### src/rtl/alu_pkg.sv
// ============================================================================
//  Module      : alu_pkg
//  Description : Shared opcodes, status codes and scheduler state encoding.
//  Revision    : 1.0 - initial release
// ============================================================================
`default_nettype none

package alu_pkg;

  localparam logic [2:0] OP_ADD = 3'd0;
  localparam logic [2:0] OP_SUB = 3'd1;
  localparam logic [2:0] OP_AND = 3'd2;
  localparam logic [2:0] OP_OR  = 3'd3;
  localparam logic [2:0] OP_XOR = 3'd4;

  localparam logic [31:0] ALU_ILLEGAL_RESULT = 32'hDEAD_BEEF;

  localparam logic [1:0] ST_OK       = 2'd0;
  localparam logic [1:0] ST_MISMATCH = 2'd1;
  localparam logic [1:0] ST_ILLEGAL  = 2'd2;

  typedef enum logic [1:0] {
    S_IDLE  = 2'd0,
    S_EXEC1 = 2'd1,
    S_EXEC2 = 2'd2,
    S_RESP  = 2'd3
  } state_t;

  function automatic logic op_is_illegal(input logic [2:0] op);
    return (op > OP_XOR);
  endfunction

endpackage

`default_nettype wire

### src/rtl/alu_sched_rr_arbiter.sv
// ============================================================================
//  Module      : rr_arbiter
//  Description : Combinational round-robin grant; searches from last_grant+1.
//  Revision    : 1.0 - initial release
// ============================================================================
`default_nettype none

module rr_arbiter #(
  parameter int NUM_REQ = 4,
  parameter int ID_W    = 2
) (
  input  logic [NUM_REQ-1:0] req,
  input  logic [ID_W-1:0]    last_grant,
  input  logic               enable,
  output logic [NUM_REQ-1:0] grant,
  output logic               valid
);

  // Each requester's distance from the priority pointer; smallest requesting one wins.
  always_comb begin : p_arb
    int w_dist;
    int w_best_dist;
    int w_best_idx;
    w_dist      = 0;
    w_best_dist = NUM_REQ;
    w_best_idx  = 0;
    valid       = 1'b0;
    grant       = '0;
    for (int i = 0; i < NUM_REQ; i++) begin
      w_dist = i - int'(last_grant) - 1;
      if (w_dist < 0) w_dist = w_dist + NUM_REQ;
      if (req[i] && (w_dist < w_best_dist)) begin
        w_best_dist = w_dist;
        w_best_idx  = i;
      end
    end
    valid = enable && (w_best_dist < NUM_REQ);
    for (int i = 0; i < NUM_REQ; i++) begin
      grant[i] = valid && (i == w_best_idx);
    end
  end

endmodule

`default_nettype wire

### src/rtl/alu_sched.sv
// ============================================================================
//  Module      : alu_sched
//  Description : Round-robin scheduler sharing one external ALU, with optional
//                dual execution and compare for transient-fault detection.
//  Revision    : 1.0 - initial release
// ============================================================================
`default_nettype none

module alu_sched #(
  parameter int NUM_REQ  = 4,
  parameter int DATA_W   = 32,
  parameter int ID_W     = 2,
  parameter bit CHECK_EN = 1'b1,
  parameter int CNT_W    = 16
) (
  input  logic                      clk,
  input  logic                      rst,
  input  logic [NUM_REQ-1:0]        req_valid,
  output logic [NUM_REQ-1:0]        req_ready,
  input  logic [NUM_REQ*DATA_W-1:0] req_a,
  input  logic [NUM_REQ*DATA_W-1:0] req_b,
  input  logic [NUM_REQ*3-1:0]      req_opcode,
  output logic [DATA_W-1:0]         alu_a,
  output logic [DATA_W-1:0]         alu_b,
  output logic [2:0]                alu_opcode,
  input  logic [DATA_W-1:0]         alu_result,
  output logic                      rsp_valid,
  input  logic                      rsp_ready,
  output logic [ID_W-1:0]           rsp_id,
  output logic [DATA_W-1:0]         rsp_result,
  output logic [1:0]                rsp_status,
  output logic [CNT_W-1:0]          fault_count
);

  import alu_pkg::*;

  localparam logic [DATA_W-1:0] c_ILLEGAL_RES = DATA_W'(ALU_ILLEGAL_RESULT);

  state_t              r_state;
  state_t              w_state_nxt;
  logic [DATA_W-1:0]   r_a;
  logic [DATA_W-1:0]   r_b;
  logic [2:0]          r_op;
  logic [ID_W-1:0]     r_id;
  logic [ID_W-1:0]     r_last;
  logic [DATA_W-1:0]   r_res1;
  logic                r_mismatch;
  logic [CNT_W-1:0]    r_fault_cnt;

  logic [NUM_REQ-1:0]  w_grant;
  logic                w_gnt_valid;
  logic [ID_W-1:0]     w_gnt_id;
  logic [DATA_W-1:0]   w_sel_a;
  logic [DATA_W-1:0]   w_sel_b;
  logic [2:0]          w_sel_op;
  logic                w_illegal;
  logic [1:0]          w_status;
  logic                w_exec;
  logic                w_resp;
  logic                w_hs;

  rr_arbiter #(
    .NUM_REQ (NUM_REQ),
    .ID_W    (ID_W)
  ) u_arb (
    .req        (req_valid),
    .last_grant (r_last),
    .enable     (r_state == S_IDLE),
    .grant      (w_grant),
    .valid      (w_gnt_valid)
  );

  always_comb begin
    w_gnt_id = '0;
    w_sel_a  = '0;
    w_sel_b  = '0;
    w_sel_op = '0;
    for (int i = 0; i < NUM_REQ; i++) begin
      if (w_grant[i]) begin
        w_gnt_id = ID_W'(i);
        w_sel_a  = req_a[i*DATA_W +: DATA_W];
        w_sel_b  = req_b[i*DATA_W +: DATA_W];
        w_sel_op = req_opcode[i*3 +: 3];
      end
    end
  end

  // An illegal opcode overrides any compare result.
  assign w_illegal = op_is_illegal(r_op);
  assign w_status  = w_illegal  ? ST_ILLEGAL  :
                     r_mismatch ? ST_MISMATCH : ST_OK;
  assign w_exec    = (r_state == S_EXEC1) || (r_state == S_EXEC2);
  assign w_resp    = (r_state == S_RESP);
  assign w_hs      = w_resp && rsp_ready;

  always_comb begin
    w_state_nxt = r_state;
    case (r_state)
      S_IDLE:  if (w_gnt_valid) w_state_nxt = S_EXEC1;
      S_EXEC1: w_state_nxt = CHECK_EN ? S_EXEC2 : S_RESP;
      S_EXEC2: w_state_nxt = S_RESP;
      S_RESP:  if (rsp_ready) w_state_nxt = S_IDLE;
      default: w_state_nxt = S_IDLE;
    endcase
  end

  always_ff @(posedge clk or posedge rst) begin
    if (rst) begin
      r_state     <= S_IDLE;
      r_a         <= '0;
      r_b         <= '0;
      r_op        <= '0;
      r_id        <= '0;
      r_last      <= ID_W'(NUM_REQ - 1);
      r_res1      <= '0;
      r_mismatch  <= 1'b0;
      r_fault_cnt <= '0;
    end else begin
      r_state <= w_state_nxt;
      if ((r_state == S_IDLE) && w_gnt_valid) begin
        r_a        <= w_sel_a;
        r_b        <= w_sel_b;
        r_op       <= w_sel_op;
        r_id       <= w_gnt_id;
        r_mismatch <= 1'b0;
      end
      if (r_state == S_EXEC1) r_res1 <= alu_result;
      if (r_state == S_EXEC2) r_mismatch <= (r_res1 != alu_result);
      if (w_hs) begin
        r_last <= r_id;
        if ((w_status != ST_OK) && (r_fault_cnt != {CNT_W{1'b1}})) begin
          r_fault_cnt <= r_fault_cnt + 1'b1;
        end
      end
    end
  end

  assign req_ready   = w_grant;
  assign alu_a       = w_exec ? r_a  : '0;
  assign alu_b       = w_exec ? r_b  : '0;
  assign alu_opcode  = w_exec ? r_op : 3'd0;
  assign rsp_valid   = w_resp;
  assign rsp_id      = w_resp ? r_id : '0;
  assign rsp_result  = !w_resp  ? '0            :
                       w_illegal ? c_ILLEGAL_RES : r_res1;
  assign rsp_status  = w_resp ? w_status : ST_OK;
  assign fault_count = r_fault_cnt;

endmodule

`default_nettype wire

### config.mk
export PLATFORM = sky130hd
export DESIGN_NAME = alu_sched
export DESIGN_NICKNAME = d
export VERILOG_FILES = /design/src/rtl/alu_pkg.sv /design/src/rtl/alu_sched_rr_arbiter.sv /design/src/rtl/alu_sched.sv
export SDC_FILE = /design/constraint.sdc
export NUM_CORES = 1
export LEC_CHECK = 0
export CAP_MARGIN = 10
export CORE_AREA = 2 2 167 169
export DETAILED_ROUTE_END_ITERATION = 16
export DIE_AREA = 0 0 169 171
export PLACE_DENSITY_LB_ADDON = 0.12
export SLEW_MARGIN = 20
export SYNTH_ARGS = -nofsm -noshare
export SYNTH_HDL_FRONTEND = slang
export SYNTH_SLANG_ARGS = --single-unit
### constraint.sdc
create_clock -name clk -period 15.83 [get_ports clk]
set_input_delay 3.166 -clock clk [delete_from_list [all_inputs] [get_ports clk]]
set_output_delay 3.166 -clock clk [all_outputs]
set_load 0.02 [all_outputs]
==> results of run 1 <==
-- report_power, final --
part           leakage (nW)  switching (mW)  internal, mW  total, mW
Sequential             1.47           0.106         0.469      0.575
Clock                 0.307           0.156         0.268      0.424
Combinational          4.57            1.43          1.14       2.57
-- registers in the layout (all words and copies together) (netlist names) --
register and flops:
r_b 32, r_state 2, r_last 2, r_mismatch 1, r_op 3, r_a 32, r_id 2, fault_count 16
r_res1 32
-- routing by layer --
metal	GRT usage, %	up-vias
met5	0	-
met4	10.0	4
met3	7.17	62
met2	45.9	313
met1	30.4	4774
li1	-	4796
-- cell families (layout without fill, tap and decap cells) --
group           Yosys count  count (layout)
flops                   122             122
mux                     123             123
xor+xnor                 48              48
compound gates          307             307
simple gates            279             279
fa+ha+maj               102             102
other cells               2              42
buf+inv                  99             498
-- placed cells by master, fill, tap and decap left out, types with 4 or more instances in the layout --
cell | synthesis | layout
sky130_fd_sc_hd__nand4_1 | 17 | 17
sky130_fd_sc_hd__nor4_1 | 12 | 12
sky130_fd_sc_hd__o21a_1 | 32 | 31
sky130_fd_sc_hd__diode_2 | 0 | 6
sky130_fd_sc_hd__clkbuf_16 | 0 | 17
sky130_fd_sc_hd__mux2_2 | 83 | 83
sky130_fd_sc_hd__and2_1 | 78 | 77
sky130_fd_sc_hd__nand2b_1 | 4 | 4
sky130_fd_sc_hd__ha_1 | 100 | 99
sky130_fd_sc_hd__dfrtp_1 | 120 | 120
sky130_fd_sc_hd__o21ai_1 | 26 | 25
sky130_fd_sc_hd__nor3_1 | 28 | 28
sky130_fd_sc_hd__inv_1 | 25 | 24
sky130_fd_sc_hd__buf_4 | 5 | 12
sky130_fd_sc_hd__bufinv_16 | 0 | 4
sky130_fd_sc_hd__nor2_1 | 45 | 45
sky130_fd_sc_hd__or2_2 | 17 | 17
sky130_fd_sc_hd__a211oi_1 | 25 | 25
sky130_fd_sc_hd__xor2_1 | 38 | 38
sky130_fd_sc_hd__clkdlybuf4s50_1 | 0 | 430
sky130_fd_sc_hd__inv_6 | 0 | 4
sky130_fd_sc_hd__a21o_1 | 6 | 6
sky130_fd_sc_hd__nand2_1 | 37 | 37
sky130_fd_sc_hd__and3_1 | 13 | 13
sky130_fd_sc_hd__mux2i_1 | 39 | 39
sky130_fd_sc_hd__xnor2_1 | 10 | 10
sky130_fd_sc_hd__a21oi_1 | 26 | 26
sky130_fd_sc_hd__o22ai_1 | 47 | 47
sky130_fd_sc_hd__a31oi_1 | 8 | 8
sky130_fd_sc_hd__conb_1 | 2 | 36
sky130_fd_sc_hd__a22oi_1 | 49 | 49
sky130_fd_sc_hd__nand3_1 | 8 | 7
sky130_fd_sc_hd__o21ai_0 | 60 | 60
sky130_fd_sc_hd__nor2b_1 | 4 | 4
-- how the worst max path moves through the flow --
stage,from,endpoint,cells past startpoint
after floorplan,req_valid[0],req_ready[0],32
after global placement,req_valid[0],req_ready[0],27
after detailed placement,req_valid[0],req_ready[0],27
after CTS,req_valid[0],req_ready[0],27
after global routing,req_valid[0],req_ready[0],27
final,req_valid[0],req_ready[0],27
-- layout make-up --
class                      instances  share of cell area, %
sequential                       122                   19.8
antenna                            6                 0.0973
clock buffer                      18                   2.84
timing repair buffer             442                   28.5
inverter                          25                  0.640
tap                              346                   2.80
multi-input combinational        895                   44.1
clock inverter                    13                   1.23
-- per-stage QoR --
step / worst slack [ns] / util (%) / cell area (µm²) / hold slack (ns)
global placement: 1.54 / 54.1 / 14800 / 0.476
finish: 1.41 / 56.5 / 15400 / 0.486
floorplan: 3.11 / - / 10300 / 0.472
global route: 0.820 / 56.5 / 15400 / 0.527
detailed placement: 1.44 / 54.1 / 14800 / 0.479
CTS: 1.39 / 56.4 / 15400 / 0.492
-- critical path, delay by kind of cell --
family / cells / cell delay [ns]
AOI/OAI and AO/OA: 15 / 4.29
adders and majority gates: 3 / 0.82
buffers and inverters: 3 / 1.55
and+or+nand+nor: 6 / 1.39
==> flow_metrics.py, run 1 <==
metrics = {
    "outcome": {
        "outcome": "complete, no violations",
    },
    "floorplan": {
        "initial_core_util_pct": 37.1,
        "dieArea_mm2": 0.0289,
        "die-height_um": 171,
        "fp-row-count": 61,
        "die-width_um": 169,
        "pin_count": 431,
        "core-area_mm2": 0.0273,
    },
    "placement": {
        "place.detailed.instances": 1830,
        "buffer_ports.inserted": 430,
        "gp_routability_congestion": 0.833,
        "place_hpwl_um": 29600,
    },
    "synth": {
        "synth-simple-area-share_pct": 15.2,
        "synthTopCellsByCount": "120 x sky130_fd_sc_hd__dfrtp_1, 100 x sky130_fd_sc_hd__ha_1, 83 x sky130_fd_sc_hd__mux2_2",
        "synth.avg_cell_area_um2": 9.36,
        "share_of_synthesized_cell_area_in_full_adder_half_adder_and_majority_cells_pct": 12.8,
        "synth_top_area_share_pct": 29.7,
        "yosys_warnings": 0,
        "yosys.area_share.xor_xnor_pct": 4.15,
        "synth-seq-cells": 122,
        "synth_top_family_by_area": "compound AO/OA/AOI/OAI gates",
        "postSynth.topFlopCell": "sky130_fd_sc_hd__dfrtp_1",
        "synth-edff-count": 0,
        "post-synth-top-count-cell": "sky130_fd_sc_hd__dfrtp_1",
        "post_synth_instance_area_mm2": 0.0101,
        "yosysTopAreaCell": "sky130_fd_sc_hd__dfrtp_1",
        "yosysUniqueCellTypes": 71,
        "asyncSetResetFlopFracSynth_pct": 100,
        "netlist_top_cells_area": "sky130_fd_sc_hd__dfrtp_1 30%, sky130_fd_sc_hd__ha_1 12%, sky130_fd_sc_hd__mux2_2 9.2%, sky130_fd_sc_hd__and2_1 4.8%, sky130_fd_sc_hd__mux2i_1 3.9%",
        "yosysSeqAreaShare_pct": 30.2,
        "synth_compound_area_share_pct": 20.1,
        "syn-instance-count": 1082,
        "post_synth_mux_area_share_pct": 13.2,
    },
    "worst_setup_path": {
        "rr_startpoint": "r_last[0]",
        "highest_cell_delay_on_the_worst_timing_path_ns": 0.69,
        "reg2reg_slack_ns": 7.39,
        "timing.critical_path.mode_cell": "sky130_fd_sc_hd__ha_1",
        "worstSetupEndpointType": "primary output",
        "timing.rr.end": "r_op[0]",
        "timing_worst_setup_path_type": "in -> out",
        "worst-path-max-fanout": 25,
        "worst_ep_required_ns": 12.66,
        "worstRegToRegCells": 29,
        "start_kind": "primary input",
        "crit_slowest_cell": "sky130_fd_sc_hd__clkdlybuf4s50_1",
        "critical_path_arrival_ns": 11.26,
    },
    "sta": {
        "unrepaired_setup_endpoints_after_global_routing": "false",
        "maxClockFrequency_mhz": 69.3,
        "worst_margin_pin_slew_ns": 1.11,
        "setup-violations-final": 0,
        "setup-tns-final_ns": 0,
        "maxSlewHeadroom_pct": 25.8,
        "fin_crit_sh_pct": 91.1,
        "final-hold-violation-count": 0,
        "clk_skew_ns": 0.0212,
        "final.min_clock_period_ns": 14.42,
        "slew_viol_final": 0,
    },
    "power_and_ir_drop": {
        "power.static_leakage_nw": 6.35,
        "power-per-cell-area_mw_per_mm2": 231,
        "ir_worst_vdd_mv": 0.140,
        "total_power_mw": 3.57,
    },
    "flow_run": {
        "drv_cap": 0,
    },
    "routing": {
        "wl_met1_um": 15500,
        "met2_wirelength_um": 19800,
        "drt_drc_violations_left": 0,
        "drtIter0Drc": 534,
        "drt_pre_antenna_iters": 5,
        "highest-signal-layer": "met5",
        "antenna_nets_post_route": 0,
        "finalWirelength_um": 38700,
        "dr_total_vias": 9949,
        "route.detailed.vias_per_inst": 5.33,
        "route.met3.wl_um": 2420,
        "routedWlPerCell_um": 20.7,
    },
    "cts": {
        "cts_htree_levels": 4,
        "cts_num_sinks": 122,
        "clock_tree.buffer_depth": 2,
        "worstSkewPairLatency_ns": 0.44,
        "cts_resized": 0,
        "clk_pin_slew_worst_paths_ns": 0.05,
        "postCtsSetupBuffers": 0,
        "cts_tree": "built",
        "cts_root_buf": "sky130_fd_sc_hd__clkbuf_16",
        "cts_hold_repair.buffers": 0,
        "cts-buffers-inserted": 17,
    },
    "min_path": {
        "hold_path_class": "reg -> reg",
        "hold-path-endpoint": "fault_count[14]",
        "hp-start": "fault_count[14]",
        "worst_hold_path.num_cells": 1,
    },
    "final_layout": {
        "fraction_of_final_layout_cells_with_drive_strength_greater_than_1_pct": 11.0,
        "finish.net_count": 1912,
        "areaGrowthSynthToFinish_pct": 52.4,
        "area.sequential_mm2": 0.00306,
        "multiInputGateArea_mm2": 0.00681,
        "final_layout_fill_cell_count": 2500,
        "stdcell_count": 1867,
    },
    "global_routing": {
        "antenna_found_initial": 7,
        "global_route_wire_length_before_repair_um": 57700,
        "grt_util_all_layers_pct": 26.1,
        "grt_pass1_vias": 10000,
        "grt_start_max_net_pins": 70,
        "grt_overflow": 0,
    },
}
Power figures use the tool's default switching activity.
==> run 2: changes to the inputs <==
--- a/config.mk
+++ b/config.mk
@@ -7,6 +7,7 @@
 export LEC_CHECK = 0
 export CAP_MARGIN = 10
 export CORE_AREA = 2 2 167 169
+export CTS_CLUSTER_DIAMETER = 200
 export DETAILED_ROUTE_END_ITERATION = 16
 export DIE_AREA = 0 0 169 171
 export PLACE_DENSITY_LB_ADDON = 0.12
==> results of run 2 <==
The final DEF is identical to that of run 1; final timing and power are the same.
